==> src/rtl/dec_to_bcd_pkg.sv <==
// Shared widths and state encoding for the binary-to-BCD display converter.
package dec_to_bcd_pkg;

  localparam int unsigned BIN_W      = 9;
  localparam int unsigned BCD_DIGITS = 3;
  localparam int unsigned BCD_W      = 12;
  localparam int unsigned WORK_W     = BCD_W + BIN_W;

  // Counter value during the ninth and final shift.
  localparam logic [3:0] LAST_ITER = 4'd8;

  typedef enum logic {IDLE, SHIFT} state_t;

endpackage

==> src/rtl/dec_to_bcd_add3.sv <==
// Double-dabble digit adjust: add 3 to a BCD nibble that is 5 or more.
module dec_to_bcd_add3 (
  input  logic [3:0] nibble,
  output logic [3:0] adjusted
);

  // 9 + 3 = 12 is the largest result, so no carry is possible.
  assign adjusted = (nibble >= 4'd5) ? nibble + 4'd3 : nibble;

endmodule

==> src/rtl/dec_to_bcd.sv <==
// Sequential 9-bit binary to 3-digit BCD converter, one shift-and-add-3 step per clock.
module dec_to_bcd
  import dec_to_bcd_pkg::*;
(
  input  logic             clk,
  input  logic             rst_n,
  input  logic             start,
  input  logic [BIN_W-1:0] binary,
  output logic             busy,
  output logic             done,
  output logic [BCD_W-1:0] bcd
);

  state_t              state_q;
  logic [3:0]          cnt_q;
  logic [WORK_W-1:0]   work_q;
  logic [WORK_W-1:0]   adj;
  logic [WORK_W-1:0]   shifted;
  logic [BCD_W-1:0]    bcd_q;
  logic                done_q;

  for (genvar d = 0; d < BCD_DIGITS; d++) begin : g_digit
    dec_to_bcd_add3 u_add3 (
      .nibble   (work_q[BIN_W + 4*d +: 4]),
      .adjusted (adj[BIN_W + 4*d +: 4])
    );
  end

  assign adj[BIN_W-1:0] = work_q[BIN_W-1:0];
  assign shifted        = {adj[WORK_W-2:0], 1'b0};

  always_ff @(posedge clk or negedge rst_n) begin
    if (!rst_n) begin
      state_q <= IDLE;
      cnt_q   <= '0;
      work_q  <= '0;
      bcd_q   <= '0;
      done_q  <= 1'b0;
    end else begin
      done_q <= 1'b0;
      case (state_q)
        IDLE: begin
          if (start) begin
            work_q  <= {{BCD_W{1'b0}}, binary};
            cnt_q   <= '0;
            state_q <= SHIFT;
          end
        end
        SHIFT: begin
          work_q <= shifted;
          cnt_q  <= cnt_q + 4'd1;
          if (cnt_q == LAST_ITER) begin
            // Result is published only once, whole, so bcd never shows partial digits.
            bcd_q   <= shifted[WORK_W-1:BIN_W];
            done_q  <= 1'b1;
            state_q <= IDLE;
          end
        end
        default: state_q <= IDLE;
      endcase
    end
  end

  assign busy = (state_q == SHIFT);
  assign done = done_q;
  assign bcd  = bcd_q;

endmodule

==> config.mk <==
export PLATFORM = sky130hd
export DESIGN_NAME = dec_to_bcd
export DESIGN_NICKNAME = d
export VERILOG_FILES = /design/src/rtl/dec_to_bcd_pkg.sv /design/src/rtl/dec_to_bcd_add3.sv /design/src/rtl/dec_to_bcd.sv
export SDC_FILE = /design/constraint.sdc
export NUM_CORES = 1
export LEC_CHECK = 0
export BUFFER_PORTS_ARGS = -buffer_cell sky130_fd_sc_hd__buf_4
export CAP_MARGIN = 5
export CORE_MARGIN = 3
export CORE_UTILIZATION = 51
export DETAILED_ROUTE_END_ITERATION = 8
export GPL_TIMING_DRIVEN = 0
export PLACE_DENSITY = 0.83
export SETUP_SLACK_MARGIN = 0.3
export SYNTH_ARGS = -nofsm -noshare
export SYNTH_HDL_FRONTEND = slang
export SYNTH_SLANG_ARGS = --single-unit
export TNS_END_PERCENT = 10
==> constraint.sdc <==
create_clock -name clk -period 1.4 [get_ports clk]
set_input_delay 0.28 -clock clk [delete_from_list [all_inputs] [get_ports clk]]
set_output_delay 0.28 -clock clk [all_outputs]
set_load 0.05 [all_outputs]
==> results.tsv, run 1 <==
metric	value	unit
start_util	55.00	%
dp.cells	250	
root_buffer	clkbuf_8	
vias	1502	
placed_area	2222	um2
finalWorstSetupSlack	-0.1049	ns
area_growth	39.99	%
core_area	3442	um2
die_x	66.93	um
final_cell_count_no_fill	277	
numClockSinks	39	
viasPerCell	5.422	
cts_buffers	5	
outcome	finished, violations left	
grtUsageTotal	21.58	%
hpwl	2675	um
clkTransAtPathRegs	0.08	ns
synth_seq_area_share	51.55	%
grt_pass1_vias	1490	
min_path_type	input pin to flop	
avgRoutedWirePerCell	16.13	um
setup_violations	10	
synthTopCellsByArea	dfrtp_1 (52%), mux2i_1 (10%), ha_1 (5.3%)	
powerDensity	2641	nW/um2
crit_fanout	3	
pin_count	26	
final-hold-violation-count	0	
pre_cts_slack	-0.1131	ns
yosys.area.top_type_share	51.55	%
drc	0	
drt_iter0_drc	98	
synth_area_per_cell	10.58	um2
clk_path_buf_depth	2	
ir_drop	1.345	mV
diodes	0	
p_leak	1.272	nW
tightest_slew	0.4963	ns
fp.dieH	66.93	um
crit_type	flop to flop	
cts_tree	done	
antenna_left	0	
clk_latency	0.31	ns
layout_commonest_cell	dfrtp_1	
grt_max_degree	40	
synth_area	1893	um2
yosys_warnings	0	
dr.pass1.iters	4	
slew_headroom	66.92	%
crit_path_start_kind	flop	
skew	0.01525	ns
cts_max_level	2	
crit_arrival	1.73	ns
drv_slew	0	
layout_common_cells	dfrtp_1 (37), buf_4 (30), nand2_1 (22), mux2i_1 (19), buf_6 (19)	
endpoint_kind	flop	
yosysUniqueCellTypes	27	
layout-drive-gt1-share	43.29	%
crit_required	1.62	ns
port-buffer-count	25	
max-cap-violations	0	
violations	setup timing	
final_area	2650	um2
min_period_over_period	107.5	%
wl	4469	um
gp_congestion	0.8520	
max_freq	0.6645	GHz
dieArea	4479	um2
overflow	0	
yosysTopAreaCell	dfrtp_1	
fin_crit	1.505	ns
synth-seq-cells	39	
grt_pass1_wl	7031	um
nNetsFinal	250	
rsz0062_at_grt	yes	
antenna_found_initial	0	
syn_inst	179	
syn_nets	199	
num_rows	21	
==> layout make-up <==
class	count	area, um2
Buffer	8	68.82
Clock buffer	5	68.82
Clock inverter	3	20.02
Fill cell	208	792.0
Inverter	9	36.28
Multi-Input combinational cell	123	1020
Sequential cell	39	978.4
Tap cell	46	57.56
Timing Repair Buffer	44	400.4
==> where the power goes <==
part | internal, W | switching, W
Combinational | 0.00197 | 0.00212
Sequential | 0.00163 | 0.000498
Clock | 0.000347 | 0.000430
==> routing by layer <==
metal  up-vias  share of wire, %  wire length [um]  GRT usage [%]
li1        701                 -                 -              -
met1       752                40              1799          25.16
met2        42                54              2392          36.76
met3         7               4.6               206          6.239
met4         0               1.6                72          9.114
met5         -                 0                 0              0
==> cell families after synthesis <==
kind of cell	share of synthesized area [%]
xor+xnor	2.313
flops	51.55
simple gates	14.21
fa+ha+maj	5.288
compound gates	10.44
buf+inv	4.164
mux	12.03
==> Yosys cell counts, drive strengths merged <==
cell type,count
inv,9
ha,8
buf,8
o21ai,23
nand2,26
a22o,1
or2b,1
a21o,1
nor2,3
mux2i,19
a21oi,8
nand3,2
xnor2,4
o31ai,2
nor3,1
xor2,1
nand2b,13
nor3b,6
mux2,3
nand4b,1
dfrtp,39
==> critical path: stages (launching register included) <==
cell      delay [ns]
dfrtp_1         0.41
inv_2           0.09
ha_4            0.16
nand2b_4        0.14
a21oi_4         0.18
mux2_4          0.33
mux2i_1         0.13
==> state kept, by name (all words and copies together) (netlist names) <==
signal / count
cnt_q: 4
bcd: 12
done: 1
work_q: 21
busy: 1
==> final timing paths <==
path / from / endpoint / slack (ns) / cells after the start
setup reg to reg: work_q[14]$_DFFE_PN0P_ / work_q[15]$_DFFE_PN0P_ / -0.10 / 6
min in group asynchronous: rst_n / bcd[9]$_DFFE_PN0P_ / 0.48 / 2
setup / recovery: work_q[14]$_DFFE_PN0P_ / work_q[15]$_DFFE_PN0P_ / -0.10 / 6
hold reg to reg: work_q[7]$_DFFE_PN0P_ / work_q[8]$_DFFE_PN0P_ / 0.50 / 2
hold / removal: binary[0] / work_q[0]$_DFFE_PN0P_ / 0.23 / 3
max in group asynchronous: rst_n / work_q[13]$_DFFE_PN0P_ / 0.55 / 2
==> stage by stage <==
stage	hold slack [ns]	setup TNS (ns)	total power [W]	util [%]
2_1_floorplan	-0.01559	0	0.004396	-
3_3_place_gp	0.2692	-0.1811	0.004993	64.56
3_5_place_dp	0.2748	-1.208	0.005176	64.56
4_1_cts	0.2212	-0.2990	0.006541	73.86
5_1_grt	0.2347	-1.178	0.007420	76.99
6_report	0.2285	-0.5704	0.006998	76.99
==> timing repair <==
action	in CTS	in global routing
hold endpoints to repair	39	0
pin swaps	7	7
buffers inserted	11	6
endpoints found under the setup margin	52	53
resized for setup	38	25
hold buffers	1	0
cloned	1	0
(Power assumes the default switching activity.)
==> inputs of run 2 (changes only) <==
--- a/config.mk
+++ b/config.mk
@@ -7,8 +7,11 @@
 export LEC_CHECK = 0
 export BUFFER_PORTS_ARGS = -buffer_cell sky130_fd_sc_hd__buf_4
 export CAP_MARGIN = 5
+export CELL_PAD_IN_SITES_DETAIL_PLACEMENT = 1
+export CELL_PAD_IN_SITES_GLOBAL_PLACEMENT = 2
+export CORE_ASPECT_RATIO = 0.7
 export CORE_MARGIN = 3
-export CORE_UTILIZATION = 51
+export CORE_UTILIZATION = 33
 export DETAILED_ROUTE_END_ITERATION = 8
 export GPL_TIMING_DRIVEN = 0
 export PLACE_DENSITY = 0.83
==> run 2 against run 1 <==
Effect of this change:
- register-to-register slack better by 0.02 ns
- the flow still finishes with violations (setup timing)
- wire length is 3.6% higher
- critical path depth is 1 lower
- design area is 0.80% higher
- maximum frequency is 1.7% higher
==> results.tsv, run 2 (synthesis results as in run 1) <==
metric	value	unit	change
layout_common_cells	dfrtp_1 (38), buf_4 (26), nand2_1 (23), mux2i_1 (19), buf_6 (19)		
layout_commonest_cell	dfrtp_1		
diodes	0		unchanged
hpwl	2904	um	+8.5%
finalPower	0.006808	W	-2.7%
crit_type	flop to flop		
crit_required	1.61	ns	about the same
die_x	96.53	um	+44%
vias	1449		-3.5%
dieArea	6696	um2	+49%
max-cap-violations	0		unchanged
cts_max_level	2		unchanged
cp.depth	5		-1
crit_arrival	1.69	ns	-0.04 ns
reg2reg_slack	-0.08	ns	+0.02 ns
drc	0		unchanged
cp_top_family	flip-flops		
layout-drive-gt1-share	40.17	%	-3.1 points
overflow	0		unchanged
crit_fanout	3		unchanged
cts_tree	done		
gp_congestion	0.7304		-14%
clk_path_buf_depth	2		unchanged
antenna_left	0		unchanged
drt_iter0_drc	51		-48%
pin_count	26		unchanged
endpoint_kind	flop		
crit_path_end	bcd[6]$_DFFE_PN0P_		
min_path_type	input pin to flop		
finalWorstSetupSlack	-0.08039	ns	+0.02447 ns
crit_chain	ha_2, nand2b_4, a21oi_4, mux2_4, o21ai_1		
timing.rr.start	work_q[13]$_DFFE_PN0P_		
start_util	35.09	%	-20 points
p_leak	1.274	nW	+0.15%
setup_violations	6		-4
drv_slew	0		unchanged
violations	setup timing		
rsz0062_at_grt	yes		
max_freq	0.6755	GHz	+1.7%
clkTransAtPathRegs	0.08	ns	about the same
num_rows	22		+4.8%
dr.pass1.iters	4		unchanged
nNetsFinal	248		-0.80%
rr_worst_depth	5		-1
viasPerCell	4.814		-11%
critPathMaxStageDelay	0.44	ns	+0.03 ns
grtUsageTotal	15.09	%	-6.5 points
regMostFlops	work_q		
critPathSlowestCell	dfrtp_1		
pre_cts_slack	-0.1675	ns	-0.05447 ns
ir_drop	0.6316	mV	-53%
crit_path_start_kind	flop		
largest_register_ffs	21		unchanged
path_buf_inv	0		-1
clk_latency	0.30	ns	about the same
outcome	finished, violations left		
cts_buffers	5		unchanged
numClockSinks	39		unchanged
core_area	5395	um2	+57%
powerDensity	2548	nW/um2	-3.5%
r2r_end	bcd[6]$_DFFE_PN0P_		
skew	0.01120	ns	-0.004042 ns
slew_headroom	65.52	%	-1.4 points
root_buffer	clkbuf_8		
min_period_over_period	105.7	%	-1.7 points
area_growth	41.11	%	
port-buffer-count	25		unchanged
fin_crit	1.480	ns	-0.02447 ns
tightest_slew	0.5172	ns	+0.02095 ns
antenna_found_initial	0		unchanged
avgRoutedWirePerCell	15.38	um	-4.7%
grt_pass1_vias	1606		+7.8%
grt_max_degree	40		unchanged
startpoint	work_q[13]$_DFFE_PN0P_		
wl	4629	um	+3.6%
final-hold-violation-count	0		unchanged
fp.dieH	69.37	um	+3.7%
grt_pass1_wl	7962	um	+13%
==> run 2: tightest hold or removal path, delay by kind of cell <==
family	cells	cell delay [ns]
buffers and inverters	1	0.08
AND/OR/NAND/NOR	1	0.08
multiplexers	1	0.05
==> run 2: through the flow <==
stage,hold slack (ns),std cells,util (%),setup TNS (ns),area [um2]
2_1_floorplan,-0.01559,179,-,0,1977
3_3_place_gp,0.2935,276,41.79,-1.099,2255
3_5_place_dp,0.2961,276,41.79,-2.042,2255
4_1_cts,0.2274,299,47.84,-0.1605,2581
5_1_grt,0.2515,301,49.51,-0.9727,2671
6_report,0.2314,301,49.51,-0.2647,2671
==> run 2: where the power goes <==
part | leakage, nW | internal (W) | switching, W
clock network | 0.0422 | 0.000351 | 0.000414
logic | 0.735 | 0.00189 | 0.00204
registers | 0.497 | 0.00163 | 0.000479
==> run 2: how the worst min path moves through the flow <==
stage / from / to / slack (ns) / depth (start not counted)
after floorplan: rst_n / bcd[0]$_DFFE_PN0P_ / -0.02 / 0
after global placement: rst_n / work_q[11]$_DFFE_PN0P_ / 0.29 / 1
after detailed placement: rst_n / work_q[11]$_DFFE_PN0P_ / 0.30 / 1
after CTS: binary[0] / work_q[0]$_DFFE_PN0P_ / 0.23 / 3
after global routing: binary[0] / work_q[0]$_DFFE_PN0P_ / 0.25 / 3
final: binary[0] / work_q[0]$_DFFE_PN0P_ / 0.23 / 3
==> run 2: routing by layer <==
metal	vias up	GRT usage [%]	wire, um
met5	-	0	0
met4	0	2.799	25
met3	2	3.579	159
met2	27	22.71	2099
met1	723	22.17	2345
li1	697	-	-
==> run 2: what timing repair did <==
item,in CTS,in global routing
setup endpoints to repair,53,53
cloned,1,0
endpoints found under the hold margin,39,0
hold buffers,1,0
pin swaps,7,7
setup buffers,13,2
resized for setup,39,25
==> run 2: final cells by class <==
| type | count | area (um2) |
|---|---|---|
| Timing Repair Buffer | 42 | 389.1 |
| Tap cell | 72 | 90.09 |
| Multi-Input combinational cell | 123 | 1015 |
| Inverter | 9 | 38.79 |
| Buffer | 8 | 80.08 |
| Clock buffer | 7 | 76.32 |
| Sequential cell | 39 | 977.2 |
| Clock inverter | 1 | 5.005 |
| Fill cell | 602 | 2724 |
